<file path="config.mk">
export PLATFORM = sky130hd
export DESIGN_NAME = hc595_to_caseg
export DESIGN_NICKNAME = d
export VERILOG_FILES = /design/src/rtl/hc595_to_caseg.sv
export SDC_FILE = /design/constraint.sdc
export NUM_CORES = 1
export LEC_CHECK = 0
export CAP_MARGIN = 10
export CORE_UTILIZATION = 55
export CTS_BUF_LIST = sky130_fd_sc_hd__clkbuf_8
export CTS_CLUSTER_SIZE = 28
export DETAILED_ROUTE_END_ITERATION = 8
export PLACE_DENSITY = 0.81
export SYNTH_ARGS = -nofsm -noshare
export SYNTH_HDL_FRONTEND = slang
export SYNTH_SLANG_ARGS = --single-unit
</file>
<file path="constraint.sdc">
create_clock -name clk -period 3.5 [get_ports clk]
set_input_delay 0.525 -clock clk [delete_from_list [all_inputs] [get_ports clk]]
set_output_delay 0.525 -clock clk [all_outputs]
set_load 0.02 [all_outputs]
</file>
<file path="src/rtl/hc595_to_caseg.sv">
// Receive-side 74HC595 link model: synchronizes ds/shcp/stcp/oe, rebuilds the
// shift/storage pair, checks frame length and decodes lit positions to digits.
module hc595_to_caseg #(
  parameter int unsigned SYNC_STAGES = 2,
  parameter int unsigned FRAME_BITS  = 16
) (
  input  logic        clk,
  input  logic        rst,
  input  logic        ds,
  input  logic        shcp,
  input  logic        stcp,
  input  logic        oe,
  output logic [7:0]  sel_q,
  output logic [7:0]  seg_q,
  output logic        frame_vld,
  output logic        frame_err,
  output logic [31:0] digits,
  output logic [7:0]  dp_q
);

  localparam int unsigned LAST      = SYNC_STAGES - 1;
  localparam logic [4:0]  FRAME_CNT = 5'(FRAME_BITS);

  logic [SYNC_STAGES-1:0] ds_sr, shcp_sr, stcp_sr, oe_sr;
  logic                   shcp_d, stcp_d;
  logic [15:0]            shreg;
  logic [4:0]             bit_cnt;

  logic       shcp_rise, stcp_rise;
  logic       sel_onehot;
  logic [2:0] sel_idx;
  logic [3:0] seg_val;

  function automatic logic [3:0] seg_decode(input logic [6:0] p);
    logic [3:0] v;
    case (p)
      7'h40:   v = 4'h0;
      7'h79:   v = 4'h1;
      7'h24:   v = 4'h2;
      7'h30:   v = 4'h3;
      7'h19:   v = 4'h4;
      7'h12:   v = 4'h5;
      7'h02:   v = 4'h6;
      7'h78:   v = 4'h7;
      7'h00:   v = 4'h8;
      7'h10:   v = 4'h9;
      7'h7F:   v = 4'hA;
      default: v = 4'hF;
    endcase
    return v;
  endfunction

  // All four pins share the same chain depth so ds stays aligned with shcp.
  always_ff @(posedge clk or negedge rst) begin
    if (!rst) begin
      ds_sr   <= '0;
      shcp_sr <= '0;
      stcp_sr <= '0;
      oe_sr   <= '0;
      shcp_d  <= 1'b0;
      stcp_d  <= 1'b0;
    end else begin
      ds_sr   <= {ds_sr[SYNC_STAGES-2:0], ds};
      shcp_sr <= {shcp_sr[SYNC_STAGES-2:0], shcp};
      stcp_sr <= {stcp_sr[SYNC_STAGES-2:0], stcp};
      oe_sr   <= {oe_sr[SYNC_STAGES-2:0], oe};
      shcp_d  <= shcp_sr[LAST];
      stcp_d  <= stcp_sr[LAST];
    end
  end

  always_comb begin
    shcp_rise  = shcp_sr[LAST] & ~shcp_d;
    stcp_rise  = stcp_sr[LAST] & ~stcp_d;
    sel_onehot = (shreg[7:0] != '0) && ((shreg[7:0] & (shreg[7:0] - 8'd1)) == '0);
    sel_idx    = '0;
    for (int unsigned i = 0; i < 8; i++) begin
      if (shreg[i]) sel_idx = i[2:0];
    end
    seg_val = seg_decode(shreg[14:8]);
  end

  // Latch and shift read the same pre-edge shreg/bit_cnt, so a coincident
  // shcp/stcp rise latches the old contents, as a real 595 does.
  always_ff @(posedge clk or negedge rst) begin
    if (!rst) begin
      shreg     <= '0;
      bit_cnt   <= '0;
      sel_q     <= 8'h00;
      seg_q     <= 8'hFF;
      frame_vld <= 1'b0;
      frame_err <= 1'b0;
      digits    <= 32'hAAAA_AAAA;
      dp_q      <= 8'h00;
    end else begin
      frame_vld <= 1'b0;
      if (shcp_rise) begin
        shreg <= {shreg[14:0], ds_sr[LAST]};
      end
      if (stcp_rise) begin
        sel_q     <= shreg[7:0];
        seg_q     <= shreg[15:8];
        frame_vld <= 1'b1;
        frame_err <= (bit_cnt != FRAME_CNT);
        bit_cnt   <= shcp_rise ? 5'd1 : 5'd0;
        if (!oe_sr[LAST] && sel_onehot) begin
          digits[{sel_idx, 2'b00} +: 4] <= seg_val;
          dp_q[sel_idx]                 <= ~shreg[15];
        end
      end else if (shcp_rise && bit_cnt != 5'd31) begin
        bit_cnt <= bit_cnt + 5'd1;
      end
    end
  end

endmodule

</file>
# ---- Word level (Yosys, flattened, before mapping)
# Cells that the tools add are included.
dict set report totals {
  reg_bits 89
  latchBits 0
  ram_bits 0
  rom_bits 0
  inputBits 6
  out_inout_bits 58
  elab_cells 65
  n_memories 0
}
dict set report op_classes {
  add_sub_neg 3
  multipliers 0
  n_div 0
  order_cmp 2
  eq_ne 12
  shift 2
  mux 16
  n_bitwise 6
  reduce_logical 10
}
# operator count
set op_table {}
lappend op_table {{$pmux 4 s11} 1}
lappend op_table {{$bwmux 32} 1}
lappend op_table {{$shift 4x7->32 const A} 1}
lappend op_table {{$shiftx 4x7->32} 1}
lappend op_table {{$eq 7x7->1 const B} 4}
lappend op_table {{$eq 7x5->1 const B} 3}
lappend op_table {{$mux 3} 6}
lappend op_table {{$eq 7x6->1 const B} 2}
lappend op_table {{$mux 5} 2}
lappend op_table {{$ne 5x5->1 const B} 2}
lappend op_table {{$and 8x8->8} 1}
lappend op_table {{$bwmux 8} 1}
lappend op_table {{$logic_not 8->1} 1}
lappend op_table {{$reduce_bool 8->1} 1}
lappend op_table {{$sub 8x1->8 const B} 1}
lappend op_table {{$eq 7x2->1 const B} 1}
lappend op_table {{$logic_not 7->1} 1}
lappend op_table {{$neg 5->7} 1}
lappend op_table {{$add 5x1->5 const B} 1}
lappend op_table {{$logic_and 1x1->1} 4}
lappend op_table {{$lt 3x4->1 const B} 1}
lappend op_table {{$mux 1} 4}
lappend op_table {{$demux 1 s3} 1}
lappend op_table {{$ge 3x1->1 const B} 1}
lappend op_table {{5 further kinds} 8}

# ---- Depth between registers and ports, before layout
dict set report logic_depth {
  ltp_word 12
  ltp_mapped 13
  ltp_nobuf 11
}

# ---- Least setup slack after synthesis
# No wires, ideal clock.
dict set report synth_timing {
  path_kind {flip-flop to flip-flop}
  start {register shreg[1]}
  end {register digits[24]}
  setup_ns 0.125
  arrival_ns 2.750
  required_ns 3.375
  path_slack_ns 0.625
  path_stages_with_launch 14
  path_buffers 2
  period_less_slack_ns 2.875
  cell_sequence {dfrtp_1 -> buf_6 -> nor2b_4 -> o211a_1 -> or2_1 -> buf_6 -> inv_2 -> ha_1 -> ha_1 -> nor2b_1 -> nor2b_1 -> nand2_1 -> nor4_4 -> mux2_2}
}
dict set report synth_between {
  elab_chain_len 10
  word_cells_on_any_way 18
  cone_classes {add/sub (2); shift (2); mux (8); bitwise (1); reduce/logical (5)}
}
# item line_no
set synth_lines {}
lappend synth_lines {{start, declared} 26} ;# logic [15:0] shreg;
lappend synth_lines {{start signal, assigned} 98} ;# shreg <= {shreg[14:0], ds_sr[LAST]};
lappend synth_lines {{$mux 1} 78} ;# if (shreg[i]) sel_idx = i[2:0];
lappend synth_lines {{$mux 3 (6 in a row)} 78}
lappend synth_lines {{$neg 5->7} 107} ;# digits[{sel_idx, 2'b00} +: 4] <= seg_val;
lappend synth_lines {{$shiftx 4x7->32 or $shift 4x7->32 (tied branches)} 107}
lappend synth_lines {{$bwmux 32} 107}
lappend synth_lines {{end signal, assigned by index} 107}
lappend synth_lines {{end, declared} 17} ;# output logic [31:0] digits,
# Several ways; a longest one is shown, not always the timed one.
# A chain may end at the register's enable or synchronous reset.

# ---- Worst setup path after layout
dict set report layout_timing {
  start {register shreg[1]}
  end {register digits[18]}
}
# Same word-level chain as after synthesis.

==> impl_metrics.ini <==
[outcome]
outcome = complete, no violations

[timing]
rsz0062_at_grt = no
tightest_slew_ps = 1093
fmax_mhz = 327.5
hold_viol = 0
setup_tns_ps = 0
min_period_over_period_pct = 87.24
setup_viol = 0
whs_ps = 322.7
min_period_ps = 3053
worst_slack_ps = 446.7
clock-skew-final_ps = 4.814
relSlewSlack_pct = 27.10
slew_violations = 0

[cts]
clk_latency_ps = 360
cts_root_buf = clkbuf_8
htree_levels = 3
cts_buffers = 9
tritoncts = built
ctsLongestPathBuffers = 2
cts.sinks = 89
cts_resized = 0
clk_pin_slew_worst_paths_ps = 80
post-cts-setup-buffers = 0
cts-hold-fix-buffers = 0

[place]
place_ws_ps = 498.8
dp_hpwl_microns = 5740
dp_cells = 531
port_buffers = 63
gp_congestion = 0.9158

[synth]
synthMuxAreaShare_pct = 8.301
yosys-top-cells-area = dfrtp_1, dfstp_2, nand2_1
avgSynthCellArea_sq_um = 10.79
yosys.area_share.simple_pct = 21.97
synth_edf_count = 0
yosys.area_share.adder_pct = 1.779
synth_cell_types = 55
synth_xor_area_share_pct = 1.038
synth_compound_area_share_pct = 8.568
seq_area_frac_synth_pct = 53.48
netlist_area_sq_um = 4220
syn_inst = 391
synth-seq-cells = 89
yosys_warnings = 0
synth_async_sr_flop_share_pct = 100.0
synth_largest_area_cell = dfrtp_1
synth_top_area_share_pct = 38.54
synth_top_family_by_area = simple AND/OR/NAND/NOR gates
syn-num-nets = 403
synth_ff_type = dfrtp_1

[grt]
grt_pass1_vias = 2850
grt_max_degree = 90
grt_overflow = 0
antenna_found_initial = 0
grt_pass1_wl_microns = 14210
grt_util_all_layers_pct = 24.13

[setup_path]
path_class = reg -> reg
crit_path_max_fanout = 8
max_stage_delay_ps = 480
rr_endpoint = digits[18]
cp.arrival_ps = 3300
crit_required_ps = 3750
critPathSlowestCell = dfrtp_1
cp-start-kind = flop
crit_path_end_kind = flop
r2r-start = shreg[1]
critPathBufInv = 1
worst-r2r-setup-slack_ps = 450
crit_family = simple AND/OR/NAND/NOR gates
r2r_cells = 11
crit_chain = nor2b_4 > o211a_1 > or2_1 > inv_2 > ha_1 > ha_1 > nor2b_1 > nor2b_1 > nand2_1 > nor4_4 > mux2_2

[drt]
wl_per_cell_microns = 15.56
drt_wl_total_microns = 8513
vias = 3091
drc = 0
drt-pass1-iter-count = 5
drt_first_iter_violations = 238
viasPerCell = 5.651
final_antenna_net_count = 0

[power_and_ir_drop]
peakVddDrop_mv = 0.4309
power_density_nw_per_um2 = 728.9
p_leak_nw = 2.204

[floorplan]
std_cell_rows = 31
coreArea_sq_um = 7331
die_h_microns = 89.60
initial_utilization_pct = 57.57
die_w_microns = 89.60
dieArea_sq_um = 8027
io_pins = 64

[finish]
n_antenna_cell = 0
syn_to_final_growth_pct = 19.51
drive_above_1_share_pct = 19.20
layout_commonest_cell = nand2_1
fillers = 552
nets = 455
fin_cells = 547
layout_common_cells = nand2_1, dfrtp_1, clkdlybuf4s50_1

[flow_run]
drv_cap = 0

[worst_hold_path]
hp-class = in -> async
[synthesized netlist by cell type, drive strengths merged (3+ instances only)]
| cell | count |
|---|---|
| nand2 | 95 |
| mux2i | 8 |
| dfrtp | 65 |
| nor2b | 7 |
| nand2b | 3 |
| a21oi | 6 |
| mux2 | 24 |
| inv | 15 |
| nand4 | 8 |
| nor2 | 12 |
| ha | 6 |
| nand3 | 4 |
| nor4 | 12 |
| buf | 12 |
| clkbuf | 13 |
| dfstp | 24 |
| o21ai | 30 |
| or3 | 3 |
| nor3 | 4 |
| a21o | 3 |
| xor2 | 4 |
| o221ai | 3 |
[layer usage]
layer,routed length (microns),share of wire [%],track usage (%)
met3,432,5.1,6.033
met1,3849,45,32.58
met2,4146,49,38.09
met4,85,1.0,8.802
met5,0,0,0
[cells by family (layout without fill, tap and decap cells)]
kind of cell	after synthesis	count (layout)
and+or+nand+nor	162	162
DFF	89	89
AOI/OAI and AO/OA	57	57
buffers and inverters	40	97
muxes	32	32
adders and majority gates	6	6
xor gates and xnor gates	5	5
[per-stage QoR]
stage / area [sq um] / utilization (%) / power (W)
finish: 5044 / 68.80 / 0.003676
global route: 5044 / 68.80 / 0.003911
CTS: 5044 / 68.80 / 0.003695
detailed placement: 4846 / 66.10 / 0.002980
global placement: 4846 / 66.10 / 0.002939
floorplan: 4220 / - / 0.002465
[flip-flops by register name, summed over array words and instances (netlist names)]
signal	cells
stcp_sr	2
ds_sr	2
dp_q	8
seg_q	8
digits	32
frame_vld	1
oe_sr	2
frame_err	1
shcp_sr	2
shcp_d	1
bit_cnt	5
sel_q	8
shreg	16
stcp_d	1
[final cells by class]
class | instances | area [sq um] | area share [%]
Sequential cell | 89 | 2257 | 44.75
Inverter | 15 | 56.30 | 1.116
Tap cell | 99 | 123.9 | 2.456
Timing Repair Buffer | 66 | 650.6 | 12.90
Clock inverter | 6 | 60.06 | 1.191
Multi-Input combinational cell | 262 | 1758 | 34.85
Clock buffer | 10 | 137.6 | 2.729
[worst max path at each step]
| stage | from | endpoint | slack [ps] | cells past startpoint |
|---|---|---|---|---|
| floorplan | shreg[1] | digits[24] | 620 | 13 |
| detailed placement | shreg[1] | digits[18] | 500 | 11 |
| finish | shreg[1] | digits[18] | 450 | 11 |
| global placement | shreg[1] | digits[26] | 580 | 11 |
| CTS | shreg[1] | digits[18] | 480 | 11 |
| global route | shreg[2] | digits[18] | 300 | 11 |
[power by group]
part / internal [W] / total [W] / switching, W / leakage, nW
sequential: 0.00128 / 0.00147 / 0.000191 / 1.10
combinational: 0.000636 / 0.00150 / 0.000869 / 0.993
clock: 0.000346 / 0.000703 / 0.000357 / 0.109
(Power assumes the default switching activity.)
